**src/rtl/dmem_arbiter.sv**
```systemverilog
// rtl/dmem_arbiter.sv - round-robin arbiter sharing one single-port data RAM between ports A and B
module dmem_arbiter #(
    parameter int AW     = 32,
    parameter int DW     = 32,
    parameter int RD_LAT = 1
) (
    input  logic          clk,
    input  logic          rst,
    input  logic          a_req,
    input  logic          a_we,
    input  logic [AW-1:0] a_addr,
    input  logic [DW-1:0] a_wdata,
    output logic          a_gnt,
    output logic          a_rvalid,
    output logic [DW-1:0] a_rdata,
    input  logic          b_req,
    input  logic          b_we,
    input  logic [AW-1:0] b_addr,
    input  logic [DW-1:0] b_wdata,
    output logic          b_gnt,
    output logic          b_rvalid,
    output logic [DW-1:0] b_rdata,
    output logic          mem_we,
    output logic [AW-1:0] mem_addr,
    output logic [DW-1:0] mem_wdata,
    input  logic [DW-1:0] mem_rdata
);

    typedef enum logic {IDLE, RD_WAIT} state_t;

    localparam logic [1:0] LAT = 2'(RD_LAT);

    state_t        state, state_nx;
    logic [1:0]    lat_cnt;
    logic          last_grant;  // 1 = B was granted last
    logic          owner;       // 1 = B owns the read in flight
    logic [AW-1:0] rd_addr;
    logic          grant_a, grant_b, rd_done;

    // Outputs are gated by rst so grants drop the moment reset asserts,
    // even though the request inputs are still live.
    always_comb begin
        state_nx  = state;
        grant_a   = 1'b0;
        grant_b   = 1'b0;
        rd_done   = 1'b0;
        mem_we    = 1'b0;
        mem_addr  = '0;
        mem_wdata = '0;
        a_rvalid  = 1'b0;
        a_rdata   = '0;
        b_rvalid  = 1'b0;
        b_rdata   = '0;
        if (rst) begin
            case (state)
                IDLE: begin
                    grant_a = a_req && (!b_req || last_grant);
                    grant_b = b_req && (!a_req || !last_grant);
                    if (grant_a) begin
                        mem_we    = a_we;
                        mem_addr  = a_addr;
                        mem_wdata = a_wdata;
                        if (!a_we) state_nx = RD_WAIT;
                    end else if (grant_b) begin
                        mem_we    = b_we;
                        mem_addr  = b_addr;
                        mem_wdata = b_wdata;
                        if (!b_we) state_nx = RD_WAIT;
                    end
                end
                RD_WAIT: begin
                    mem_addr = rd_addr;
                    if (lat_cnt == LAT) begin
                        rd_done  = 1'b1;
                        state_nx = IDLE;
                        if (owner) begin
                            b_rvalid = 1'b1;
                            b_rdata  = mem_rdata;
                        end else begin
                            a_rvalid = 1'b1;
                            a_rdata  = mem_rdata;
                        end
                    end
                end
                default: state_nx = IDLE;
            endcase
        end
        a_gnt = grant_a;
        b_gnt = grant_b;
    end

    always_ff @(posedge clk or negedge rst) begin
        if (!rst) begin
            state      <= IDLE;
            lat_cnt    <= 2'd0;
            last_grant <= 1'b1;
            owner      <= 1'b0;
            rd_addr    <= '0;
        end else begin
            state <= state_nx;
            if (grant_a || grant_b) begin
                last_grant <= grant_b;
                if (!mem_we) begin
                    lat_cnt <= 2'd1;
                    owner   <= grant_b;
                    rd_addr <= mem_addr;
                end
            end else if (state == RD_WAIT) begin
                lat_cnt <= rd_done ? 2'd0 : lat_cnt + 2'd1;
            end
        end
    end

    a_one_gnt: assert property (@(posedge clk) disable iff (!rst) !(a_gnt && b_gnt));
    a_one_rvalid: assert property (@(posedge clk) disable iff (!rst) !(a_rvalid && b_rvalid));
    a_we_gnt: assert property (@(posedge clk) disable iff (!rst) mem_we |-> (a_gnt || b_gnt));

endmodule

```
**config.mk**
```make
export PLATFORM = sky130hd
export DESIGN_NAME = dmem_arbiter
export DESIGN_NICKNAME = d
export VERILOG_FILES = /design/src/rtl/dmem_arbiter.sv
export SDC_FILE = /design/constraint.sdc
export NUM_CORES = 1
export LEC_CHECK = 0
export BUFFER_PORTS_ARGS = -buffer_cell sky130_fd_sc_hd__buf_4
export CORE_AREA = 10 10 108 110
export DETAILED_ROUTE_END_ITERATION = 10
export DIE_AREA = 0 0 118 120
export GPL_ROUTABILITY_DRIVEN = 0
export PLACE_DENSITY = 0.71
export SYNTH_ARGS = -nofsm -noshare
export SYNTH_HDL_FRONTEND = slang
export SYNTH_SLANG_ARGS = --single-unit
```
**constraint.sdc**
```tcl
create_clock -name clk -period 5 [get_ports clk]
set_input_delay 0 -clock clk [delete_from_list [all_inputs] [get_ports clk]]
set_output_delay 0 -clock clk [all_outputs]
set_load 0.05 [all_outputs]
```
==> impl_metrics.yaml, run 1 <==
run_status:
  run_status: "finished clean"
detailed_routing:
  routed_via_density: 4.947
  via_count: 3626
  drt-wirelength-per-cell_um: 20.01
  drc: 0
  first_pass_iters: 5
  drtIter0Drc: 236
  wirelength_mm: 14.67
  antenna_left: 0
critical_path:
  cp.arrival_ns: 2.88
  r2r-start: "last_grant"
  required_ns: 5.00
  crit_path_end: "mem_wdata[26]"
  startpoint_type: "input pin"
  reg2reg_to: "rd_addr[6]"
  rrSetupSlack_ns: 2.40
  reg2regPathDepth: 5
  end_kind: "output port"
  cp_max_fo: 73
  worstSetupPathType: "input pin to output port"
  crit_start: "rst"
cts:
  cts.htree.levels: 2
  clock_latency_ns: 0.28
  cts_resized: 0
  cts_tree: "built"
  clkSinkCount: 37
  path_clk_slew_ns: 0.07
  cts_buffer_depth: 2
  clockRootBuffer: "clkbuf_8"
  cts_inserted_buffers: 5
global_routing:
  grt_max_degree: 74
  grt_overflow: 0
  grt_pass1_vias: 3786
  track_usage_pct: 18.95
  grt_pass1_wl_mm: 21.88
  antenna_found_initial: 0
place:
  place_ws_ns: 2.375
  port_buffers: 298
  post-dp-hpwl_mm: 12.11
  place_area_um2: 5403
floorplan:
  ios: 299
  rows: 36
  die_h_um: 120
  core_um2: 9549
  die_w_um: 118
  start_util_pct: 32.85
  dieArea_um2: 14160
logic_synthesis:
  synth_top_area_share_pct: 28.72
  synth.avg_cell_area_um2: 9.741
  synth_fp_nets: 489
  synth_ff_type: "dfrtp_1"
  yosys_warnings: 0
  syn_area_um2: 3137
  yosys-top-cells-area: "dfrtp_1 (29%), and2_1 (13%), a221o_1 (10%), mux2_4 (9.1%), a22o_1 (8.9%)"
  synth-seq-cells: 37
  synth.distinct_cells: 36
  yosys.area.top_type: "dfrtp_1"
  synth-edff-count: 0
  synthArstFlopShare_pct: 100.0
  yosysSeqAreaShare_pct: 29.56
  synth_cells: 322
sta:
  fin_crit_sh_pct: 57.51
  drv_slew: 0
  setup_slack_ns: 2.125
  fmax_ghz: 0.3478
  slew_headroom_pct: 16.06
  final_hold_viol_count: 0
  finClkSkew_ns: 0.004974
  worstMarginPinSlew_ns: 1.259
  finalSetupTns_ns: 0
  setup_viol: 0
  rsz0062_at_grt: "false"
  min_period_ns: 2.875
finish:
  area_growth_pct: 76.59
  fillers: 863
  multi_input_area_um2: 2026
  fin_area_um2: 5539
  layout-drive-gt1-share_pct: 57.67
  nets: 766
  regArea_um2: 928.4
  n_antenna_cell: 0
  final_core_util_pct: 58.01
pwr:
  p_switching_mw: 1.349
  ir_worst_vdd_v: 0.0001887
  finalPower_mw: 2.730
  p_clk_share_pct: 9.7
  p_seq_share_pct: 19.3
  power.leakage_nw: 2.893
  swShare_pct: 49.42
  power.internal_mw: 1.381
  pwr-share-comb_pct: 71.0
  power_density_nw_per_um2: 492.9
hold_path:
  whs_path_depth: 3
  hold_class: "input pin to register"
run:
  cap_violations: 0
[area by class of cell]
type,instances,share of cell area [%]
clock inverter,1,0.5421
multi-input combinational,247,36.57
tap,133,3.004
inverter,4,0.2711
timing repair buffer,304,41.29
clock buffer,7,1.559
sequential,37,16.76
[cells by family after synthesis]
kind of cell	Yosys count	share of synthesized area, %
AOI/OAI and AO/OA	75	22.38
adders and majority gates	1	0.3988
buffers and inverters	38	5.864
DFF	37	29.56
muxes	32	13.76
and+or+nand+nor	139	28.04
[stage by stage]
| step | hold slack, ns | instances |
|---|---|---|
| floorplan | -0.2956 | 322 |
| global placement | 0.07681 | 723 |
| detailed placement | 0.09227 | 723 |
| CTS | 0.02339 | 733 |
| global route | 0.05551 | 733 |
| finish | 0.03641 | 733 |
[worst max-delay path, stage by stage]
cell	delay [ns]
dlygate4sd3_1	0.53
buf_4	0.56
nor2b_4	0.33
nand3_2	0.19
inv_1	0.76
a22o_1	0.25
buf_4	0.20
[worst min-delay path by stage]
stage | startpoint | end | slack [ns]
final | a_we | owner | 0.04
after floorplan | rst | lat_cnt[0] | -0.30
after CTS | a_we | owner | 0.02
after global placement | rst | rd_addr[17] | 0.08
after detailed placement | rst | rd_addr[12] | 0.09
after global routing | a_we | owner | 0.06
[flip-flops by register name, summed over array words and instances (netlist names)]
register / count
last_grant: 1
lat_cnt: 2
owner: 1
rd_addr: 32
state: 1
[power by group through the flow]
stage	Sequential (mW)	Clock, mW	Combinational, mW
finish	0.526	0.266	1.94
global route	0.547	0.287	2.06
CTS	0.526	0.276	1.96
detailed placement	0.529	0	1.95
global placement	0.527	0	1.93
floorplan	0.505	0	1.41
[Yosys cell counts, types with 2 or more instances]
| cell | instances |
|---|---|
| and2_1 | 65 |
| dfrtp_1 | 36 |
| a221o_1 | 32 |
| a22o_1 | 32 |
| and3_1 | 32 |
| nand2b_1 | 32 |
| clkbuf_1 | 21 |
| mux2_4 | 19 |
| mux2_2 | 10 |
| buf_2 | 6 |
| buf_6 | 4 |
| inv_1 | 3 |
| mux2_1 | 3 |
| a21o_1 | 2 |
| buf_1 | 2 |
| nor2_1 | 2 |
| o21ai_0 | 2 |
[timing repair]
action,in CTS,in global routing
endpoints found under the setup margin,0,0
setup buffers,0,0
endpoints found under the hold margin,37,0
hold buffers,2,0
[placed cells by master, fill, tap and decap left out, types with 2 or more instances in the layout]
cell	synthesis	layout
buf_4	1	302
and2_1	65	65
dfrtp_1	36	35
a22o_1	32	32
a221o_1	32	32
nand2b_1	32	32
and3_1	32	32
mux2_4	19	19
mux2_2	10	10
clkbuf_8	0	6
inv_1	3	3
mux2_1	3	3
nor2_1	2	2
a21o_1	2	2
o21ai_0	2	2
dlygate4sd3_1	0	2
[routing by layer]
layer / global-route usage, % / wire [um] / up-vias
li1: - / - / 1735
met1: 21.12 / 5434 / 1715
met2: 33.90 / 7758 / 164
met3: 6.751 / 1243 / 12
met4: 4.405 / 231 / 0
met5: 0 / 0 / -
No activity file was read; power rests on OpenSTA's default activity.
==> inputs of run 2 (changes only) <==
- CORE_AREA: 10 10 108 110 -> 10 10 109 111
- DIE_AREA: 0 0 118 120 -> 0 0 119 121
- PLACE_DENSITY: 0.71 -> 0.69
- clock period: 5 -> 3 ns (I/O delays scaled with it)
==> impl_metrics.yaml, run 2 (synthesis results as in run 1) <==
sta:
  drv_slew: 0
  min_period_ns: 2.373
  setup_viol: 0
  slew_headroom_pct: 36.68
  fmax_ghz: 0.4215
  final_hold_viol_count: 0
  fin_crit_sh_pct: 79.09
  rsz0062_at_grt: "false"
  finalSetupTns_ns: 0
  worstMarginPinSlew_ns: 0.9487
  finClkSkew_ns: 0.006873
pwr:
  ir_worst_vdd_v: 0.0003214
  power.leakage_nw: 2.908
  power_density_nw_per_um2: 804.6
critical_path:
  required_ns: 3.00
  r2r-start: "last_grant"
  reg2regPathDepth: 5
  rrSetupSlack_ns: 0.81
  end_kind: "output port"
  cp_max_fo: 72
  cp.arrival_ns: 2.37
  startpoint_type: "input pin"
  reg2reg_to: "rd_addr[6]"
  worstSetupPathType: "input pin to output port"
cts:
  cts.htree.levels: 2
  cts_buffer_depth: 2
  path_clk_slew_ns: 0.07
  cts_inserted_buffers: 5
  clockRootBuffer: "clkbuf_8"
  clock_latency_ns: 0.28
  clkSinkCount: 37
  cts_setup_buffers: 0
  cts_tree: "built"
finish:
  final_common_cell: "buf_4"
  fin_area_um2: 5554
  nets: 772
  layout-drive-gt1-share_pct: 58.25
  n_antenna_cell: 0
  area_growth_pct: 77.06
  mostFrequentLayoutCells: "buf_4 (308), and2_1 (65), dfrtp_1 (35)"
  max_flop_register: "rd_addr"
  multi_input_area_um2: 2026
  fillers: 905
  regArea_um2: 928.4
  largest_register_ffs: 32
  top_regs: "rd_addr (32), lat_cnt (2)"
floorplan:
  start_util_pct: 32.54
  ios: 299
  core_um2: 9639
  die_w_um: 119
  rows: 36
  dieArea_um2: 14400
  die_h_um: 121
detailed_routing:
  dr_wl_met2_mm: 7.924
  met1Wirelength_mm: 5.789
  first_pass_iters: 4
  drc: 0
  drtIter0Drc: 167
  via_count: 3607
  routed_via_density: 4.881
  antenna_left: 0
  wirelength_mm: 14.96
  highest_layer: "met5"
  drt-wirelength-per-cell_um: 20.24
  routed-wl-met3_mm: 1.020
hold_path:
  holdPathEnd: "owner"
  whs_path_depth: 3
  hold_start: "a_we"
  hold_class: "input pin to register"
global_routing:
  grt_max_degree: 73
  grt_overflow: 0
  grt_pass1_wl_mm: 22.15
  grt_pass1_vias: 3912
  antenna_found_initial: 1
  track_usage_pct: 19.01
place:
  port_buffers: 298
  place_area_um2: 5448
  post-dp-hpwl_mm: 12.60
run:
  cap_violations: 0
run_status:
  run_status: "finished clean"
[run 2: cell count changes in the layout (fill, tap and decap cells not counted)]
cell / change
buf_4: +6
bufinv_16: -1
clkbuf_8: -1
clkinv_2: +2
clkinvlp_4: +1
clkbuf_1: -1
[run 2: area by class of cell]
type                            instances  share of cell area [%]
Clock buffer                            5                   1.239
Clock inverter                          3                  0.3154
Inverter                                4                  0.2703
Multi-Input combinational cell        247                   36.47
Sequential cell                        37                   16.72
Tap cell                              133                   2.996
Timing Repair Buffer                  310                   41.99
[run 2: what timing repair did]
item                                   in CTS  in global routing
resized for setup                           0                  0
hold buffers                                2                  0
endpoints found under the hold margin      37                  0
[run 2: worst max-delay path by stage]
stage	start	slack [ns]	end
floorplan	lat_cnt[1]	0.99	a_rdata[22]
global placement	last_grant	0.86	rd_addr[5]
detailed placement	last_grant	0.80	rd_addr[11]
CTS	rst	0.57	b_rdata[19]
global route	rst	0.30	a_rdata[12]
finish	rst	0.63	a_rdata[12]
[run 2: through the flow]
| stage | util [%] | power (mW) | setup WS (ns) | cells | hold slack, ns |
|---|---|---|---|---|---|
| after floorplan | - | 3.190 | 0.9918 | 322 | -0.2956 |
| after global placement | 56.52 | 4.119 | 0.8634 | 729 | 0.1776 |
| after detailed placement | 56.52 | 4.169 | 0.7979 | 729 | 0.1875 |
| after CTS | 57.62 | 4.526 | 0.5656 | 739 | 0.001907 |
| after global routing | 57.62 | 4.738 | 0.3049 | 739 | 0.04290 |
| final | 57.62 | 4.469 | 0.6273 | 739 | 0.01195 |
[run 2: worst max-delay path: stages]
cell           delay (ns)
dlygate4sd3_1        0.56
buf_4                0.12
buf_4                0.55
nand3_1              0.24
nor2_1               0.14
buf_4                0.28
and2_1               0.22
buf_4                0.22
[run 2: routing by layer]
layer | vias up | global-route usage, %
met1 | 1702 | 21.41
met5 | - | 0
li1 | 1743 | -
met2 | 148 | 34.44
met3 | 12 | 5.956
met4 | 2 | 3.893
[run 2: report_power, final]
part           switching (mW)  leakage, nW  internal (mW)  total (mW)
logic                    1.93         2.45           1.29        3.23
registers               0.152        0.414          0.755       0.907
clock network           0.175       0.0439          0.160       0.335
